### src/rtl/param_step_counter_if.sv
// Handshake-free control/status bundle for param_step_counter.
// master drives controls and reads the count; slave is the counter.
interface param_step_counter_if #(
    parameter int WIDTH  = 32,
    parameter int STEP_W = 8
);
    logic              en;
    logic              up_dn;
    logic              load;
    logic [WIDTH-1:0]  load_val;
    logic [STEP_W-1:0] step;
    logic [WIDTH-1:0]  limit;
    logic              clr_ovf;
    logic [WIDTH-1:0]  result;
    logic              tc;
    logic              ovf;

    modport master (
        output en,
        output up_dn,
        output load,
        output load_val,
        output step,
        output limit,
        output clr_ovf,
        input  result,
        input  tc,
        input  ovf
    );

    modport slave (
        input  en,
        input  up_dn,
        input  load,
        input  load_val,
        input  step,
        input  limit,
        input  clr_ovf,
        output result,
        output tc,
        output ovf
    );
endinterface

### src/rtl/param_step_counter.sv
// Programmable step/modulus up-down counter with prescaler and sticky overflow.
// Define COUNTER_SAT_EN to saturate at the range bounds instead of wrapping.
module param_step_counter #(
    parameter int WIDTH    = 32,
    parameter int STEP_W   = 8,
    parameter int PRESCALE = 1
) (
    input logic                 clk,
    input logic                 reset,
    param_step_counter_if.slave bus
);

    localparam int PS_W = (PRESCALE > 1) ? $clog2(PRESCALE) : 1;
    localparam logic [PS_W-1:0] PS_LAST = PS_W'(PRESCALE - 1);

    logic [WIDTH-1:0] result_q, result_d;
    logic             tc_q, tc_d;
    logic             ovf_q, ovf_d;
    logic [PS_W-1:0]  pre_q, pre_d;

    logic [WIDTH:0]   lim_ext;
    logic [WIDTH:0]   step_ext;
    logic [WIDTH:0]   res_ext;
    logic [WIDTH:0]   up_sum;
    logic             up_over;
    logic             dn_under;
    logic             step_zero;
    logic             adv_strobe;
    logic [WIDTH-1:0] dn_val;
    logic [WIDTH-1:0] over_val;
    logic [WIDTH-1:0] under_val;
    logic [WIDTH-1:0] adv_val;
    logic             adv_wrap;

    // Widen operands by one bit so limit==0 can stand for the full 2^WIDTH range.
    always_comb begin
        lim_ext   = (bus.limit == '0) ? {1'b1, {WIDTH{1'b0}}}
                                      : {1'b0, bus.limit};
        step_ext  = (WIDTH + 1)'(bus.step);
        res_ext   = {1'b0, result_q};
        up_sum    = res_ext + step_ext;
        up_over   = (up_sum >= lim_ext);
        dn_under  = (res_ext < step_ext);
        step_zero = (step_ext == '0);
        dn_val    = result_q - step_ext[WIDTH-1:0];
    end

    // Out-of-range landing values; modular arithmetic keeps the
    // result inside WIDTH bits even for an oversized step.
    always_comb begin
`ifdef COUNTER_SAT_EN
        over_val  = lim_ext[WIDTH-1:0] - WIDTH'(1);
        under_val = '0;
`else
        over_val  = up_sum[WIDTH-1:0] - lim_ext[WIDTH-1:0];
        under_val = result_q + lim_ext[WIDTH-1:0]
                  - step_ext[WIDTH-1:0];
`endif
    end

    // Value and wrap flag an advance would produce this cycle.
    always_comb begin
        adv_val  = result_q;
        adv_wrap = 1'b0;
        unique case (1'b1)
            step_zero: begin
                adv_val  = result_q;
            end
            (!step_zero && bus.up_dn && up_over): begin
                adv_val  = over_val;
                adv_wrap = 1'b1;
            end
            (!step_zero && bus.up_dn && !up_over): begin
                adv_val  = up_sum[WIDTH-1:0];
            end
            (!step_zero && !bus.up_dn && dn_under): begin
                adv_val  = under_val;
                adv_wrap = 1'b1;
            end
            (!step_zero && !bus.up_dn && !dn_under): begin
                adv_val  = dn_val;
            end
        endcase
    end

    // Prescaler strobe fires on the last enabled cycle of each period.
    always_comb begin
        adv_strobe = bus.en && (pre_q == PS_LAST);
    end

    // Load beats advance beats hold; a wrap sets ovf even under clr_ovf.
    always_comb begin
        result_d = result_q;
        pre_d    = pre_q;
        tc_d     = 1'b0;
        if (bus.load) begin
            result_d = bus.load_val;
            pre_d    = '0;
        end else if (bus.en) begin
            if (adv_strobe) begin
                pre_d    = '0;
                result_d = adv_val;
                tc_d     = adv_wrap;
            end else begin
                pre_d    = pre_q + PS_W'(1);
            end
        end
        ovf_d = tc_d | (ovf_q & ~bus.clr_ovf);
    end

    // State registers, asynchronously cleared.
    always_ff @(posedge clk or negedge reset) begin
        if (!reset) begin
            result_q <= '0;
            tc_q     <= 1'b0;
            ovf_q    <= 1'b0;
            pre_q    <= '0;
        end else begin
            result_q <= result_d;
            tc_q     <= tc_d;
            ovf_q    <= ovf_d;
            pre_q    <= pre_d;
        end
    end

    assign bus.result = result_q;
    assign bus.tc     = tc_q;
    assign bus.ovf    = ovf_q;

endmodule
### src/flat_wrapper.sv
// flat-port wrapper written by rule: the top's interface ports become plain ports
module param_step_counter_flat 
#(
    parameter int WIDTH    = 32,
    parameter int STEP_W   = 8,
    parameter int PRESCALE = 1
)
  (clk, reset, bus_en, bus_up_dn, bus_load, bus_load_val, bus_step, bus_limit, bus_clr_ovf, bus_result, bus_tc, bus_ovf);
  param_step_counter_if #(.WIDTH(WIDTH), .STEP_W(STEP_W)) bus_i ();
  input logic clk;
  input logic reset;
  input wire logic [$bits(bus_i.en)-1:0] bus_en;
  input wire logic [$bits(bus_i.up_dn)-1:0] bus_up_dn;
  input wire logic [$bits(bus_i.load)-1:0] bus_load;
  input wire logic [$bits(bus_i.load_val)-1:0] bus_load_val;
  input wire logic [$bits(bus_i.step)-1:0] bus_step;
  input wire logic [$bits(bus_i.limit)-1:0] bus_limit;
  input wire logic [$bits(bus_i.clr_ovf)-1:0] bus_clr_ovf;
  output wire logic [$bits(bus_i.result)-1:0] bus_result;
  output wire logic [$bits(bus_i.tc)-1:0] bus_tc;
  output wire logic [$bits(bus_i.ovf)-1:0] bus_ovf;
  assign bus_i.en = bus_en;
  assign bus_i.up_dn = bus_up_dn;
  assign bus_i.load = bus_load;
  assign bus_i.load_val = bus_load_val;
  assign bus_i.step = bus_step;
  assign bus_i.limit = bus_limit;
  assign bus_i.clr_ovf = bus_clr_ovf;
  assign bus_result = bus_i.result;
  assign bus_tc = bus_i.tc;
  assign bus_ovf = bus_i.ovf;
  param_step_counter #(.WIDTH(WIDTH), .STEP_W(STEP_W), .PRESCALE(PRESCALE)) u_core (.clk(clk), .reset(reset), .bus(bus_i));
endmodule
### config.mk
export PLATFORM = sky130hd
export DESIGN_NAME = param_step_counter_flat
export DESIGN_NICKNAME = d
export VERILOG_FILES = /design/src/rtl/param_step_counter_if.sv /design/src/rtl/param_step_counter.sv /design/src/flat_wrapper.sv
export SDC_FILE = /design/constraint.sdc
export NUM_CORES = 1
export LEC_CHECK = 0
export ABC_AREA = 0
export ABC_CLOCK_PERIOD_IN_PS = 6770
export BUFFER_PORTS_ARGS = -buffer_cell sky130_fd_sc_hd__buf_4
export CAP_MARGIN = 30
export CORE_UTILIZATION = 61
export CTS_BUF_LIST = sky130_fd_sc_hd__clkbuf_4 sky130_fd_sc_hd__clkbuf_8
export CTS_CLUSTER_DIAMETER = 60
export DETAILED_ROUTE_END_ITERATION = 8
export PLACE_DENSITY = 0.95
export SYNTH_ARGS = -nofsm -noshare
export SYNTH_HDL_FRONTEND = slang
export SYNTH_SLANG_ARGS = --single-unit
### constraint.sdc
create_clock -name clk -period 6.77 [get_ports clk]
set_clock_uncertainty 0.2 [all_clocks]
set_input_delay 0.677 -clock clk [delete_from_list [all_inputs] [get_ports clk]]
set_output_delay 0.677 -clock clk [all_outputs]
set_load 0.01 [all_outputs]
==> metrics.txt <==
status=finished clean; min Tclk post-route=6140 ps; DR WL met2=12070 um; clock latency on the worst-skew pair=320 ps; RSZ-0062 raised after global routing=no; first-pass GRT wire length=44690 um; Peak VDD IR=0.1509 mV; Post-DRT Antenna Nets=0; Placer Congestion=1.028; Core Footprint=12770 um2; DRT met1 WL=11190 um; Post-synth EDFFs=0; PwrDens=250.1 nW/um2; Synth warnings=0; Routed WL=28530 um; post-synth cell types=75; sequential fraction of the synthesis area=0.1080; overall die width=117.3 um; final net count=1391; router iterations before antenna repair=8; Post-synth ARST share=1.000; pin count of the biggest net entering global routing=36; post-route insts no fill=1372; dpl hpwl=22310 um; relative slew slack=0.3035; Synth Flop Type=dfrtp_1; Clk pwr share=0.094; DR iter-0 viols=1430; CP endpoint kind=flip-flop; residual DRC count=0; num rows=41; Worst Tran Pin Value=1041 ps; mean area per synthesized cell=7.257 um2; Sw Ratio=0.5319; HP Class=input pin to asynchronous set/reset pin; die height=117.3 um; Max Used Layer=met4; Leakage=4.266 nW; P&R area growth vs syn=12.83%; placed cells=1364; I/O Pins=112; vias in the first global route=8698; hold_buf cts=0; final worst-path cycle share=0.9069; Critical Path Fanout Max=22; Fin. Hold Viols=0; critical path launch point type=input pin; # setup viols final=0; worst path required time=6760 ps; share of layout cells above drive strength 1=0.1350; r2r setup slk=640 ps; CTS Buf Count=5; reg2reg end=u_core.bus.result[15]; antenna violations before repair=0; Total Routing Usage GR=0.4063; Yosys reg bits=35; R2R depth=19; cts repair resizes=0; Die Footprint=13770 um2; R2R Path Start=u_core.bus.result[3]; Switch Pwr=1.218 mW; PnR Total Power=2.290 mW; total grt overflow=0; Root Buffer=clkbuf_8; max-slew violation count=0; Crit path arrival time=6130 ps; Mapped Area=8113 um2; WHS=137.5 ps; CTS H-tree depth=2; critical path class=input pin to flip-flop; port bufs=111; fmax=162.9 MHz; Syn Inst Count=1118; clk slew on worst S/H paths=100 ps; setup_tns=0 ps; Internal Pwr Total=1.072 mW; met3 WL=4041 um; vias per cell=6.744; initial core utilization=0.6351; Diodes inserted=0; CTS tree=done; max-cap violations=0; maximum clock path buffer count=2; Logic pwr share=0.769; clk sink count=35; routed len/inst=20.79 um; Sequential Power Share=0.137; Via Count=9253; # Post-CTS Setup Buffers=0; Fillers=1064; Post-Syn Nets=1310
-- synthesized netlist by cell type, types with 6 or more instances --
cell	number	area, um2
a31o_2	6	52.55
o211ai_1	7	52.55
o21ai_0	58	290.3
or2_2	8	50.05
nand4_1	18	112.6
and2_1	9	56.30
nor4_1	19	118.9
or3_1	8	50.05
o22ai_1	21	131.4
a221o_1	9	90.09
xor2_1	26	227.7
nand2_1	67	251.5
xnor2_1	73	639.4
dfrtp_1	35	875.8
a31oi_1	16	100.1
fa_1	11	220.2
a22oi_1	15	112.6
mux2i_1	7	70.07
nand2b_1	12	75.07
inv_1	151	566.8
a211oi_1	14	105.1
a21o_1	31	232.7
nand3_1	33	165.2
a21oi_1	82	410.4
and3_1	12	75.07
clkbuf_1	37	138.9
ha_1	103	1289
buf_2	6	30.03
o21bai_1	9	67.56
a221oi_1	24	210.2
nor2_1	70	262.8
o21a_1	15	112.6
nor3_1	25	125.1
-- registers in the layout (all words and copies together), names as in the netlist --
| name | count |
|---|---|
| u_core.bus.ovf | 1 |
| u_core.bus.result | 32 |
| u_core.bus.tc | 1 |
| u_core.pre_q | 1 |
-- critical path, cell delays in order --
cell and delay (ps):
buf_4 110, inv_1 50, ha_1 360, nor2b_1 170, o21bai_1 110, a221oi_1 390
o41ai_1 120, buf_4 180, nor3_1 590, nand3_1 190, xnor2_1 180, ha_1 390
a21oi_1 230, o21ai_0 190, a22oi_1 220, nand4_1 140, a221oi_1 620, a21oi_2 320
buf_4 350, a221o_1 330, a21oi_1 140, a21oi_1 80
-- kinds of logic after synthesis --
logic type	synth area share
AND/OR/NAND/NOR	0.1922
XOR/XNOR	0.1069
AO/OA/AOI/OAI	0.3040
flip-flops	0.1080
buffers and inverters	0.09438
multiplexers	0.008637
adder cells (fa/ha/maj)	0.1860
-- power groups by stage --
| stage | logic (mW) | registers [mW] | clock network [mW] |
|---|---|---|---|
| final | 1.76 | 0.313 | 0.216 |
| after global routing | 1.90 | 0.318 | 0.218 |
| after CTS | 1.70 | 0.308 | 0.209 |
| after detailed placement | 1.68 | 0.312 | 0 |
| after global placement | 1.64 | 0.311 | 0 |
| after floorplan | 1.25 | 0.298 | 0 |
-- how the worst max path moves through the flow --
stage / slack [ps] / end / startpoint
CTS: 820 / u_core.bus.result[15] / bus_step[2]
floorplan: 1220 / u_core.bus.result[5] / bus_step[0]
finish: 630 / u_core.bus.result[15] / bus_step[2]
detailed placement: 530 / u_core.bus.result[17] / bus_step[2]
global route: 240 / u_core.bus.result[15] / bus_step[2]
global placement: 690 / u_core.bus.result[17] / bus_step[2]
-- metal layers --
metal | global-route usage | vias up
li1 | - | 4215
met1 | 0.5312 | 4224
met2 | 0.6150 | 704
met3 | 0.1143 | 110
met4 | 0.1891 | 0
met5 | 0 | -
-- through the flow --
stage	util	worst slack (ps)	cell area (um2)
global route	0.7166	236.6	9154
global placement	0.7069	685.8	9030
floorplan	-	1219	8113
detailed placement	0.7078	527.4	9041
CTS	0.7166	817.4	9154
finish	0.7166	630.2	9154
-- placed cells by master (no fill, tap or decap), types with 9 or more instances in the layout --
cell,instances
inv_1,151
buf_4,119
ha_1,103
a21oi_1,81
xnor2_1,73
nor2_1,70
nand2_1,67
o21ai_0,58
dfrtp_1,35
nand3_1,33
a21o_1,31
xor2_1,26
nor3_1,25
a221oi_1,24
o22ai_1,21
nor4_1,19
nand4_1,18
a31oi_1,16
o21a_1,15
a22oi_1,15
a211oi_1,14
nand2b_1,12
and3_1,12
fa_1,11
o21bai_1,9
a221o_1,9
and2_1,9
-- cell type report --
class	instances	area [um2]	share of cell area
multi-input cells	885	6475	0.7074
repair buffers	120	904.6	0.09882
flip-flops and latches	35	875.8	0.09568
inverters	152	570.5	0.06233
well taps	172	215.2	0.02351
clock buffers	5	68.82	0.007518
clock inverters	3	43.79	0.004784
Note: power is estimated with default switching activity, not from simulation.
